[config.mk]
export PLATFORM = sky130hd
export DESIGN_NAME = arrow_pulse_gen
export DESIGN_NICKNAME = d
export VERILOG_FILES = /design/src/rtl/arrow_pulse_gen.sv
export SDC_FILE = /design/constraint.sdc
export NUM_CORES = 1
export LEC_CHECK = 0
export CAP_MARGIN = 20
export CORE_MARGIN = 3
export CORE_UTILIZATION = 53
export CTS_BUF_LIST = sky130_fd_sc_hd__clkbuf_4
export CTS_CLUSTER_SIZE = 25
export DETAILED_ROUTE_END_ITERATION = 16
export GPL_ROUTABILITY_DRIVEN = 0
export HOLD_SLACK_MARGIN = 0.03
export PLACE_DENSITY = 0.83
export RECOVER_POWER = 100
export SLEW_MARGIN = 0
export SYNTH_ARGS = -nofsm -noshare
export SYNTH_HDL_FRONTEND = slang
export SYNTH_SLANG_ARGS = --single-unit
[constraint.sdc]
create_clock -name CLOCK_50 -period 2.2 [get_ports CLOCK_50]
set_clock_uncertainty 0.2 [all_clocks]
set_input_delay 0.55 -clock CLOCK_50 [delete_from_list [all_inputs] [get_ports CLOCK_50]]
set_output_delay 0.55 -clock CLOCK_50 [all_outputs]
set_load 0.1 [all_outputs]
[src/rtl/arrow_pulse_gen.sv]
`default_nettype none
// ============================================================================
// Module      : arrow_pulse_gen
// Description : Dance-step prompt generator. Emits one arrow pulse per beat
//               on one of four lanes (lane picked by a 16-bit Galois LFSR)
//               for a requested number of steps, then pulses done.
//               Optional macro ARROW_CHORD_EN: when lfsr[2] is set on an
//               emit, the opposite lane ((lane+2) mod 4) is lit as well.
// Revision    : 1.0 - initial release
// ============================================================================
module arrow_pulse_gen #(
    parameter int unsigned BEAT_DIV  = 25000000,
    parameter int unsigned STEPS_W   = 8,
    parameter logic [15:0] LFSR_SEED = 16'hACE1
) (
    input  logic               CLOCK_50,
    input  logic               resetn,
    input  logic               start,
    input  logic [STEPS_W-1:0] num_steps,
    input  logic               pause,
    output logic [3:0]         arrow_pulse,
    output logic [3:0]         arrow_level,
    output logic [STEPS_W-1:0] step_count,
    output logic               busy,
    output logic               done
);

    localparam int unsigned c_TIMER_W = (BEAT_DIV > 1) ? $clog2(BEAT_DIV) : 1;
    localparam logic [c_TIMER_W-1:0] c_TIMER_LAST = c_TIMER_W'(BEAT_DIV - 1);
    localparam logic [15:0] c_LFSR_TAPS = 16'hB400;

    localparam logic [1:0] c_ST_IDLE = 2'd0;
    localparam logic [1:0] c_ST_RUN  = 2'd1;
    localparam logic [1:0] c_ST_DONE = 2'd2;

    logic [1:0]           r_state,  w_state;
    logic [15:0]          r_lfsr,   w_lfsr;
    logic [c_TIMER_W-1:0] r_timer,  w_timer;
    logic [STEPS_W-1:0]   r_steps,  w_steps;
    logic [STEPS_W-1:0]   r_target, w_target;
    logic [3:0]           r_pulse,  w_pulse;
    logic [3:0]           r_level,  w_level;
    logic                 r_busy,   w_busy;
    logic                 r_done,   w_done;

    logic [15:0] w_lfsr_step;
    logic [3:0]  w_lane_mask;
    logic [3:0]  w_chord_mask;
    logic        w_chord;
    logic [3:0]  w_emit_mask;

    // Galois right-shift step; the lane for an emit comes from the current value.
    assign w_lfsr_step  = (r_lfsr >> 1) ^ (r_lfsr[0] ? c_LFSR_TAPS : 16'h0000);
    assign w_lane_mask  = 4'b0001 << r_lfsr[1:0];
    assign w_chord_mask = 4'b0001 << (r_lfsr[1:0] + 2'd2);

`ifdef ARROW_CHORD_EN
    assign w_chord = r_lfsr[2];
`else
    assign w_chord = 1'b0;
`endif

    assign w_emit_mask = w_lane_mask | (w_chord ? w_chord_mask : 4'b0000);

    // Next-state and next-output decode; everything holds unless a branch says otherwise.
    always_comb begin
        w_state  = r_state;
        w_lfsr   = r_lfsr;
        w_timer  = r_timer;
        w_steps  = r_steps;
        w_target = r_target;
        w_pulse  = 4'b0000;
        w_level  = r_level;
        w_busy   = 1'b0;
        w_done   = 1'b0;

        case (r_state)
            c_ST_IDLE: begin
                if (start) begin
                    w_steps = '0;
                    w_level = 4'b0000;
                    if (num_steps != '0) begin
                        w_state  = c_ST_RUN;
                        w_target = num_steps;
                        w_timer  = '0;
                        w_busy   = 1'b1;
                    end else begin
                        w_state = c_ST_DONE;
                        w_done  = 1'b1;
                    end
                end
            end

            c_ST_RUN: begin
                w_busy = 1'b1;
                if (r_steps == r_target) begin
                    // Final emit happened last cycle: wrap up regardless of pause.
                    w_state = c_ST_DONE;
                    w_busy  = 1'b0;
                    w_done  = 1'b1;
                    w_level = 4'b0000;
                end else if (!pause) begin
                    if (r_timer == c_TIMER_LAST) begin
                        w_timer = '0;
                        w_pulse = w_emit_mask;
                        w_level = w_emit_mask;
                        w_steps = r_steps + STEPS_W'(1);
                        w_lfsr  = w_lfsr_step;
                    end else begin
                        w_timer = r_timer + c_TIMER_W'(1);
                    end
                end
            end

            c_ST_DONE: begin
                w_state = c_ST_IDLE;
            end

            default: begin
                w_state = c_ST_IDLE;
                w_level = 4'b0000;
            end
        endcase
    end

    // State and registered outputs; reset aborts any run without a done pulse.
    always_ff @(posedge CLOCK_50) begin
        if (!resetn) begin
            r_state  <= c_ST_IDLE;
            r_lfsr   <= LFSR_SEED;
            r_timer  <= '0;
            r_steps  <= '0;
            r_target <= '0;
            r_pulse  <= 4'b0000;
            r_level  <= 4'b0000;
            r_busy   <= 1'b0;
            r_done   <= 1'b0;
        end else begin
            r_state  <= w_state;
            r_lfsr   <= w_lfsr;
            r_timer  <= w_timer;
            r_steps  <= w_steps;
            r_target <= w_target;
            r_pulse  <= w_pulse;
            r_level  <= w_level;
            r_busy   <= w_busy;
            r_done   <= w_done;
        end
    end

    assign arrow_pulse = r_pulse;
    assign arrow_level = r_level;
    assign step_count  = r_steps;
    assign busy        = r_busy;
    assign done        = r_done;

endmodule
`default_nettype wire
==> reports/qor.csv <==
stage,metric,value,unit
sta,fin_setup_tns,-17140,ps
synthesis,avgSynthCellArea,8.65,sq um
cells_and_area,post-route-util,83.5,%
synthesis,ys.flop_type,dfxtp_1,
power_and_ir_drop,intPower,1890,uW
worst_setup_path,cp-start-kind,flip-flop,
sta,setup_viol,57,
placed_design,portBuffers,29,
power_and_ir_drop,p_clk_share,36.3,%
worst_setup_path,reg2regPathDepth,8,
placed_design,post_dp_cell_area,0.00428,sq mm
floorplan,core,0.00571,sq mm
power_and_ir_drop,p_per_area,559,mW/mm^2
floorplan,die_y,84.2,um
cells_and_area,synthToLayoutAreaGrowth,47.3,%
worst_setup_path,path_class,reg -> reg,
cts,cts_hold_buf,0,
global_route,grt_pass1_vias,3431,
cts,clk_latency,440,ps
synthesis,ys_types,53,
synthesis,synth_edf_count,0,
power_and_ir_drop,combPwrFrac,15.9,%
synthesis,yosysWarnings,0,
worst_setup_path,arrival,2740,ps
sta,tightestPinTransition,580,ps
power_and_ir_drop,p_leak,0.00176,uW
cts,root_buffer,clkbuf_4,
drt,routed_wl,12900,um
cells_and_area,finalInstanceArea,0.00477,sq mm
sta,hold_viol_final,0,
global_route,grt_max_degree,23,
floorplan,io_pins,30,
placed_design,dpl_worst_slack,-513,ps
cts,cts.sinks,69,
power_and_ir_drop,max-vdd-ir-drop,469,uV
cts,clk_pin_slew,110,ps
sta,slew_headroom,61.3,%
cells_and_area,seqCellArea,0.00141,sq mm
cts,h-tree-depth,3,
floorplan,initial_core_util,56.7,%
cells_and_area,layout_commonest_cell,buf_4,
worst_setup_path,cp-end-kind,flip-flop,
drt,drt-vias-per-instance,6.97,
placed_design,dp_hpwl,6300,um
floorplan,die_x,84.2,um
drt,vias,3810,
sta,timing.fmax,380,MHz
floorplan,dieArea,0.00708,sq mm
hold_path,hp-class,reg -> reg,
global_route,grt-ovfl-total,0,
power_and_ir_drop,p_sw,772,uW
cts,cts_tree,built,
synthesis,ys_seq_elements,69,
floorplan,num_rows,27,
hold_path,holdPathStages,2,
cells_and_area,fillers,250,
drt,drt-pass1-iter-count,6,
run_status,outcome,finished with violations,
synthesis,yosysTopAreaCellShare,42.7,%
synthesis,yosysTopAreaCell,dfxtp_1,
cells_and_area,fin_nets,484,
cells_and_area,diodes,0,
drt,drcViolationCount,0,
cts,cts_max_path_buffers,2,
drt,avgRoutedWirePerCell,23.6,um
synthesis,netlist_area,0.00324,sq mm
cells_and_area,multi_input_area,0.00202,sq mm
synthesis,netlist_instances,374,
power_and_ir_drop,switching_share,29.0,%
global_route,grt_pass1_wl,16400,um
synthesis,synth.area.top_cells,"dfxtp_1 43%, mux2i_1 6.8%, nand2_1 4.6%",
synthesis,seq_area_frac_synth,42.7,%
global_route,grt.total_usage,28.6,%
sta,fin_crit_sh,120,%
cells_and_area,layout_common_cells,"63 x buf_4, 59 x dfxtp_1, 38 x nand2_1",
sta,fin_crit,2630,ps
flow_run,cap_violations,0,
synthesis,async_flop_share,0,%
sta,setup_slack,-430,ps
cts,cts_made_buffers,9,
drt,drt_iter0_drc,578,
drt,ant_nets,0,
global_route,antenna_found_initial,0,
worst_setup_path,required,2310,ps
worst_setup_path,path_max_fanout,5,
sta,rsz0062_at_grt,yes,
cells_and_area,final_layout_size_suffix_gt1_share,35.6,%
run_status,violations,setup timing,
power_and_ir_drop,seq_power_share,47.8,%
synthesis,syn_nets,388,
power_and_ir_drop,finalPower,2660,uW
sta,report.final.slew_viol_count,0,
state kept, by name, summed over array words and instances, names as in the netlist:
name         cells
r_target         8
r_state          2
step_count       8
arrow_pulse      4
arrow_level      4
r_lfsr          16
busy             1
done             1
r_timer         25
power by group through the flow:
stage	Sequential, uW	Combinational [uW]	Clock [uW]
2_1_floorplan	1320	178	0
3_5_place_dp	1300	337	0
6_report	1270	423	968
4_1_cts	1270	361	953
5_1_grt	1280	440	1020
3_3_place_gp	1300	326	0
final timing paths:
kind,from,end,slack (ps)
hold reg to reg,r_lfsr[7]$_SDFFE_PN1P_,r_lfsr[7]$_SDFFE_PN1P_,290
setup reg to reg,r_timer[15]$_SDFFE_PN0P_,step_count[1]$_SDFFE_PN0P_,-430
hold / removal,r_lfsr[7]$_SDFFE_PN1P_,r_lfsr[7]$_SDFFE_PN1P_,290
setup / recovery,r_timer[15]$_SDFFE_PN0P_,step_count[1]$_SDFFE_PN0P_,-430
layer usage:
layer	global-route usage [%]	vias to the layer above	part of all wire [%]
met5	0	-	0
met4	18.3	0	6.4
met3	4.22	106	10
met2	47.5	363	48
met1	34.5	1753	36
li1	-	1588	-
through the flow:
stage / instances / hold slack, ps
global route: 547 / 320
floorplan: 374 / 241
global placement: 517 / 254
detailed placement: 517 / 263
CTS: 538 / 291
finish: 547 / 294
cell type report:
class,count,area share [%]
well taps,72,1.89
multi-input cells,283,42.4
clock buffers,9,1.42
repair buffers,105,22.4
inverters,2,0.157
flip-flops and latches,69,29.7
clock inverters,7,2.02
critical path: stages (launching register included):
cell	delay (ps)
dfxtp_2	340
or4_4	570
or4_4	590
buf_4	170
nor2_4	160
buf_6	140
nor2_4	60
nor2_2	160
o22ai_1	130
synth_stat cells, drive strengths merged (6+ instances only):
cell	n
a21oi	13
clkbuf	15
nor3	6
mux2i	22
o31ai	10
dfxtp	69
and3	10
xnor2	9
or4	7
nand3	26
nand2	40
nand4	15
a31oi	8
nor2	38
o211ai	10
o21ai	16
logic make-up after synthesis:
| group | Yosys count | share of synthesized area (%) |
|---|---|---|
| DFF | 69 | 42.7 |
| xor gates and xnor gates | 11 | 2.98 |
| muxes | 23 | 7.15 |
| buffers and inverters | 22 | 3.05 |
| and+or+nand+nor | 166 | 26.1 |
| adders and majority gates | 2 | 0.773 |
| AOI/OAI and AO/OA | 81 | 17.3 |
repair_timing:
item | CTS | global route
gates cloned | 1 | 4
endpoints found under the setup margin | 57 | 57
pin swaps | 7 | 14
buffers inserted | 4 | 5
gates resized for setup | 21 | 29
No activity file was read; power rests on OpenSTA's default activity.
